File: src/rtl/issue_queue.sv
// In-order issue queue feeding the adder and multiplier reservation stations.
// Optional `ISSUE_STATS_EN adds a saturating StallCount output.
module issue_queue #(
    parameter int DEPTH = 8,
    parameter int IW    = 16
) (
    input  logic                     Clock,
    input  logic                     Resetn,
    input  logic [IW-1:0]            InstrIn,
    input  logic                     InstrValid,
    output logic                     QueueFull,
    output logic                     QueueEmpty,
    output logic [$clog2(DEPTH):0]   Count,
    input  logic [7:0]               AdderBusy,
    input  logic [7:0]               MultBusy,
    output logic [IW-1:0]            instruction,
    output logic                     Adderin,
    output logic                     Multin,
    output logic                     IllegalOp
`ifdef ISSUE_STATS_EN
    ,
    output logic [15:0]              StallCount
`endif
);

    localparam int AW = $clog2(DEPTH);
    localparam int CW = AW + 1;
    localparam logic [CW-1:0] FULL_CNT = CW'(DEPTH);

    typedef enum logic [1:0] {
        CLS_ADD,
        CLS_MUL,
        CLS_DROP,
        CLS_ILLEGAL
    } op_class_e;

    logic [IW-1:0] mem_q [DEPTH];
    logic [AW-1:0] wr_ptr_q, wr_ptr_d;
    logic [AW-1:0] rd_ptr_q, rd_ptr_d;
    logic [CW-1:0] count_q, count_d;
    logic [IW-1:0] instr_q, instr_d;
    logic          add_stb_q, add_stb_d;
    logic          mul_stb_q, mul_stb_d;
    logic          illegal_q, illegal_d;
    logic          add_blk_q, add_blk_d;
    logic          mul_blk_q, mul_blk_d;

    logic [IW-1:0] head;
    op_class_e     head_cls;
    logic          empty, full, push, pop;

    assign empty = (count_q == '0);
    assign full  = (count_q == FULL_CNT);
    assign push  = InstrValid && !full;
    assign head  = mem_q[rd_ptr_q];

    always_comb begin
        unique case (head[IW-1 -: 4])
            4'h0, 4'h1: head_cls = CLS_ADD;
            4'h2, 4'h3: head_cls = CLS_MUL;
            4'hF:       head_cls = CLS_DROP;
            default:    head_cls = CLS_ILLEGAL;
        endcase
    end

    // NOTE: every output of this block gets a default first so no path can infer a latch.
    always_comb begin
        pop       = 1'b0;
        add_stb_d = 1'b0;
        mul_stb_d = 1'b0;
        illegal_d = illegal_q;
        instr_d   = instr_q;
        if (!empty) begin
            unique case (head_cls)
                CLS_ADD: if (AdderBusy != 8'hFF && !add_blk_q) begin
                    pop       = 1'b1;
                    add_stb_d = 1'b1;
                    instr_d   = head;
                end
                CLS_MUL: if (MultBusy != 8'hFF && !mul_blk_q) begin
                    pop       = 1'b1;
                    mul_stb_d = 1'b1;
                    instr_d   = head;
                end
                CLS_DROP: pop = 1'b1;
                CLS_ILLEGAL: begin
                    pop       = 1'b1;
                    illegal_d = 1'b1;
                end
            endcase
        end
        // Blackout lasts exactly one edge: the station's Busy lags its strobe by one cycle.
        add_blk_d = add_stb_d;
        mul_blk_d = mul_stb_d;
        wr_ptr_d  = wr_ptr_q + AW'(push);
        rd_ptr_d  = rd_ptr_q + AW'(pop);
        count_d   = count_q + CW'(push) - CW'(pop);
    end

    // NOTE: the storage array carries no reset; pointers and count alone define validity.
    always_ff @(posedge Clock) begin
        if (push) mem_q[wr_ptr_q] <= InstrIn;
    end

    // NOTE: sequential state uses non-blocking assignments so all registers update together.
    always_ff @(posedge Clock) begin
        if (!Resetn) begin
            wr_ptr_q  <= '0;
            rd_ptr_q  <= '0;
            count_q   <= '0;
            instr_q   <= '0;
            add_stb_q <= 1'b0;
            mul_stb_q <= 1'b0;
            illegal_q <= 1'b0;
            add_blk_q <= 1'b0;
            mul_blk_q <= 1'b0;
        end else begin
            wr_ptr_q  <= wr_ptr_d;
            rd_ptr_q  <= rd_ptr_d;
            count_q   <= count_d;
            instr_q   <= instr_d;
            add_stb_q <= add_stb_d;
            mul_stb_q <= mul_stb_d;
            illegal_q <= illegal_d;
            add_blk_q <= add_blk_d;
            mul_blk_q <= mul_blk_d;
        end
    end

`ifdef ISSUE_STATS_EN
    logic [15:0] stall_q, stall_d;

    // A non-empty queue that does not pop is a held head.
    always_comb begin
        stall_d = stall_q;
        if (!empty && !pop && stall_q != 16'hFFFF) stall_d = stall_q + 16'd1;
    end

    always_ff @(posedge Clock) begin
        if (!Resetn) stall_q <= '0;
        else         stall_q <= stall_d;
    end

    assign StallCount = stall_q;
`endif

    assign QueueFull   = full;
    assign QueueEmpty  = empty;
    assign Count       = count_q;
    assign instruction = instr_q;
    assign Adderin     = add_stb_q;
    assign Multin      = mul_stb_q;
    assign IllegalOp   = illegal_q;

endmodule

File: config.mk
export PLATFORM = sky130hd
export DESIGN_NAME = issue_queue
export DESIGN_NICKNAME = d
export VERILOG_FILES = /design/src/rtl/issue_queue.sv
export SDC_FILE = /design/constraint.sdc
export NUM_CORES = 1
export LEC_CHECK = 0
export BUFFER_PORTS_ARGS = -buffer_cell sky130_fd_sc_hd__buf_2
export CORE_UTILIZATION = 40
export CTS_CLUSTER_DIAMETER = 80
export CTS_CLUSTER_SIZE = 24
export DETAILED_ROUTE_END_ITERATION = 8
export PLACE_DENSITY = 0.58
export SYNTH_ARGS = -nofsm -noshare
export SYNTH_HDL_FRONTEND = slang
export SYNTH_SLANG_ARGS = --single-unit
File: constraint.sdc
create_clock -name Clock -period 4.1 [get_ports Clock]
set_input_delay 0.41 -clock Clock [delete_from_list [all_inputs] [get_ports Clock]]
set_output_delay 0.41 -clock Clock [all_outputs]
set_load 0.02 [all_outputs]
=== After elaboration in Yosys (flattened, before gate mapping) ===
Memory sizes are Yosys's and may differ from the RTL's. A register that Yosys moved wholly into a read port is not among the register bits.
Cells that the tools add are included.

* Add/sub/neg operators: 4
* Equality and inequality tests: 12
* Muxes and demuxes: 11
* Bitwise operators: 4
* Reductions and logical operators: 17

{| class="wikitable"
|+ Operator list
! operator !! count
|-
| $mux W16 || 2
|-
| $pmux W16 S2 || 1
|-
| $ne A8 B8 Y1 const B || 2
|-
| $eq A4 B2 Y1 const B || 2
|-
| $eq A4 B4 Y1 const B || 2
|-
| $logic_not A4 Y1 || 2
|-
| $add A3 B1 Y3 || 2
|-
| $pmux W2 S3 || 1
|-
| $reduce_or A2 Y1 || 3
|-
| $reduce_or A3 Y1 || 2
|-
| $mux W1 || 5
|-
| $add A4 B1 Y4 || 1
|-
| $eq A2 B2 Y1 const B || 2
|-
| $eq A4 B1 Y1 const B || 1
|-
| $ne A2 B2 Y1 const B || 2
|-
| $not A1 Y1 || 4
|-
| $reduce_and A4 Y1 || 1
|-
| $sub A4 B1 Y4 || 1
|-
| $logic_and A1 B1 Y1 || 3
|-
| $logic_not A1 Y1 || 3
|-
| $mux W3 || 1
|-
| $pmux W1 S3 || 1
|-
| $eq A2 B1 Y1 const B || 1
|-
| $logic_not A2 Y1 || 1
|-
| 2 further kinds || 2
|}

* Bits in registers: 29
* Memory bits (writable): 128
* Output and inout port bits: 25
* Memories kept: 1

{| class="wikitable"
|+ Memory list
! memory !! depth !! width !! read ports !! clocked after Yosys merged registers in !! write ports !! RTL line !! source
|-
| mem_q || 8 || 16 || 1 || 1 || 1 || 37 || <nowiki>logic [IW-1:0] mem_q [DEPTH];</nowiki>
|}

=== Depth between registers and ports, before layout ===
* Depth in word-level cells: 9
* Depth in mapped cells: 14
* Mapped depth without buffers: 12

=== Worst setup path before layout ===
Ideal clock, no wire load.

* Path kind: flip-flop to flip-flop
* Start point: reg rd_ptr_q[0] (netlist name)
* End point: reg count_q[2], in the netlist Count[2]
* Setup time: 0.134 ns
* Data arrival time: 3.099 ns
* Setup slack: 0.868 ns
* Stages on the path, launching flop included: 15
* Path buffers: 2
* Clock period less this slack: 3.232 ns
* Path through: dfxtp_1 buf_6 mux4_2 mux2i_4 mux2i_1 clkbuf_1 inv_1 a21oi_1 ha_1 inv_1 ha_1 inv_1 fa_1 xor2_1 nor2_1

{| class="wikitable"
|+ RTL lines
! item !! RTL line !! source
|-
| to (signal assigned) || 120 || <nowiki>count_q <= count_d;</nowiki>
|-
| to (decl) || 40 || <nowiki>logic [CW-1:0] count_q, count_d;</nowiki>
|}

==> reports/results.ini <==
[run_status]
status=completed

[final_layout]
nets=451
stdcell_count=606
syn2layout_area_growth_pct=18.3
final_common_cell=edfxtp_1
final_util_pct=48.2
drive_gt1_share_pct=37.6
layout_common_cells=edfxtp_1, buf_2, mux4_2
num_antenna_cells=0

[global_route]
grtUsageTotal_pct=16.5
grt-ovfl-total=0
grt_pass1_vias=3371
grt_pass1_wl_um=18500
grt_max_degree=28
antenna_found_initial=0

[floorplan]
coreArea_um2=15100
die_area_um2=15900
ios=60
fp-row-count=45
die-height_um=126
start_util_pct=40.7
die_w_um=126

[pwr]
powerDensity_nw_per_um2=651
total_power_uw=4750
irDropWorstVdd_mv=0.339
leakagePower_uw=0.00255

[routing]
wl_um=11900
dr_total_vias=3191
drt_first_pass_iters=4
drc=0
avgViaCountPerCell=5.27
drt-wirelength-per-cell_um=19.7
drt_iter0_markers=147
drtAntennaViolNets=0

[clock_network]
cts_tree=built
clk_pin_slew_ns=0.06
holdBufCountCts=0
clockBufferDepth=2
clock_latency_ns=0.42
cts_root_buf=clkbuf_16
post_cts_resized=0
cts_setup_buffers=0
cts.sinks=157
cts_made_buffers=17
htree_levels=4

[synth]
synth_area_leaders=edfxtp_1, mux4_2, dfxtp_1
ys_seq_elements=157
yosysUniqueCellTypes=36
post-synth-top-area-cell=edfxtp_1
synth.net_count=369
synth_cells=323
avgSynthCellArea_um2=19.1
netlist_area_um2=6170
yosys_warnings=0
synth_top_area_share_pct=62.3
synth-seq-area-share_pct=71.7

[sta]
grt_setup_unrepaired=false
hold_viol=0
relSlewSlack_pct=35.9
fin_setup_tns_ns=0
tightest_slew_ns=0.960
fmax_mhz=330
post-route-period-util_pct=74.0
clock_skew_ns=0.0145
period_needed_ns=3.03
setup_viol=0
slew_viol_final=0

[place]
dpl.hpwl_um=7620
gp_congestion=0.683
port-buffer-count=59
dp_cells=574

[worst_setup_path]
critPathKind=register to register
critPathLaunchType=register
crit_required_ns=4.36
path_max_fanout=7
critPathCaptureType=register
crit_arrival_ns=3.30

[flow_run]
maxCapViolations=0

[hold_path]
hp-class=primary input to register

[synthesized netlist by cell type]
master,count
buf_12,1
buf_6,3
and2_0,1
nand4_1,4
nor3b_2,2
fa_1,1
ha_1,10
and3_1,1
o21bai_2,1
buf_2,4
xor2_1,1
nor2_1,14
clkbuf_1,5
a21o_1,1
inv_1,9
o21bai_1,2
o31ai_1,1
nand2b_1,5
buf_4,1
and2_1,7
mux4_2,32
a211oi_1,3
nor3_1,4
buf_1,1
mux2_4,1
edfxtp_1,128
nand2_1,5
mux2_2,1
mux2i_4,1
mux2i_1,14
a21oi_1,15
nor3_4,1
or4_1,1
dfxtp_1,29
a211oi_2,10
xnor2_1,3
[registers in the layout, indices dropped and copies added, names as in the netlist]
| name | flops |
|---|---|
| instruction | 16 |
| Count | 4 |
| add_blk_q | 1 |
| mul_blk_q | 1 |
| IllegalOp | 1 |
| mem_q | 128 |
| wr_ptr_q | 3 |
| rd_ptr_q | 3 |
[layout make-up]
cell class	count	area, um2
Fill cell	1294	7850
Sequential cell	157	4430
Multi-Input combinational cell	142	1620
Clock buffer	23	478
Timing Repair Buffer	78	438
Tap cell	188	235
Clock inverter	9	67.6
Inverter	9	33.8
[worst paths after layout]
path	from	to	slack, ns	cells after the start
max reg2reg	rd_ptr_q[0]	Count[2]	1.07	12
min	InstrIn[11]	mem_q[2][11]	0.26	1
min reg2reg	IllegalOp	IllegalOp	0.46	2
max	rd_ptr_q[0]	Count[2]	1.07	12
[through the flow]
stage               hold WS (ns)  setup WS (ns)  instance area, um2
finish                     0.259           1.07                7290
global route               0.247          0.846                7290
CTS                        0.243           1.05                7290
detailed placement         0.454           1.06                6750
global placement           0.450           1.14                6750
floorplan                  0.509          0.868                6170
[metal layers]
metal	part of all wire, %	wire (um)	up-vias	track usage (%)
met5	0	0	-	0
met4	1.5	177	0	6.31
met3	4.8	567	16	5.01
met2	51	6060	93	27.5
met1	43	5110	1630	20.2
li1	-	-	1452	-
[report_power, final]
| part | total, uW | internal [uW] | leakage, uW | switching [uW] |
|---|---|---|---|---|
| logic | 1340 | 607 | 0.000872 | 738 |
| registers | 1970 | 1880 | 0.00140 | 88.0 |
| clock network | 1430 | 871 | 0.000275 | 563 |
| total | 4750 | 3360 | 0.00255 | 1390 |
[cells by family (layout without fill, tap and decap cells)]
group	Yosys count	after routing	synth area share (%)
adders and majority gates	11	11	2.35
AOI/OAI and AO/OA	33	33	4.28
xor gates and xnor gates	4	4	0.568
muxes	49	49	14.7
and+or+nand+nor	45	45	4.10
DFF	157	157	71.7
buffers and inverters	24	119	2.23
[critical path, cell delays in order, from the launching register on]
cell and delay [ns]:
dfxtp_2 0.45, mux4_2 0.56, mux2i_4 0.20, mux2i_1 0.25, inv_1 0.06, a21oi_1 0.24
ha_1 0.27, inv_1 0.05, ha_1 0.15, inv_1 0.06, fa_1 0.37, xor2_1 0.16
nor2_1 0.05
Note: power is estimated with default switching activity, not from simulation.
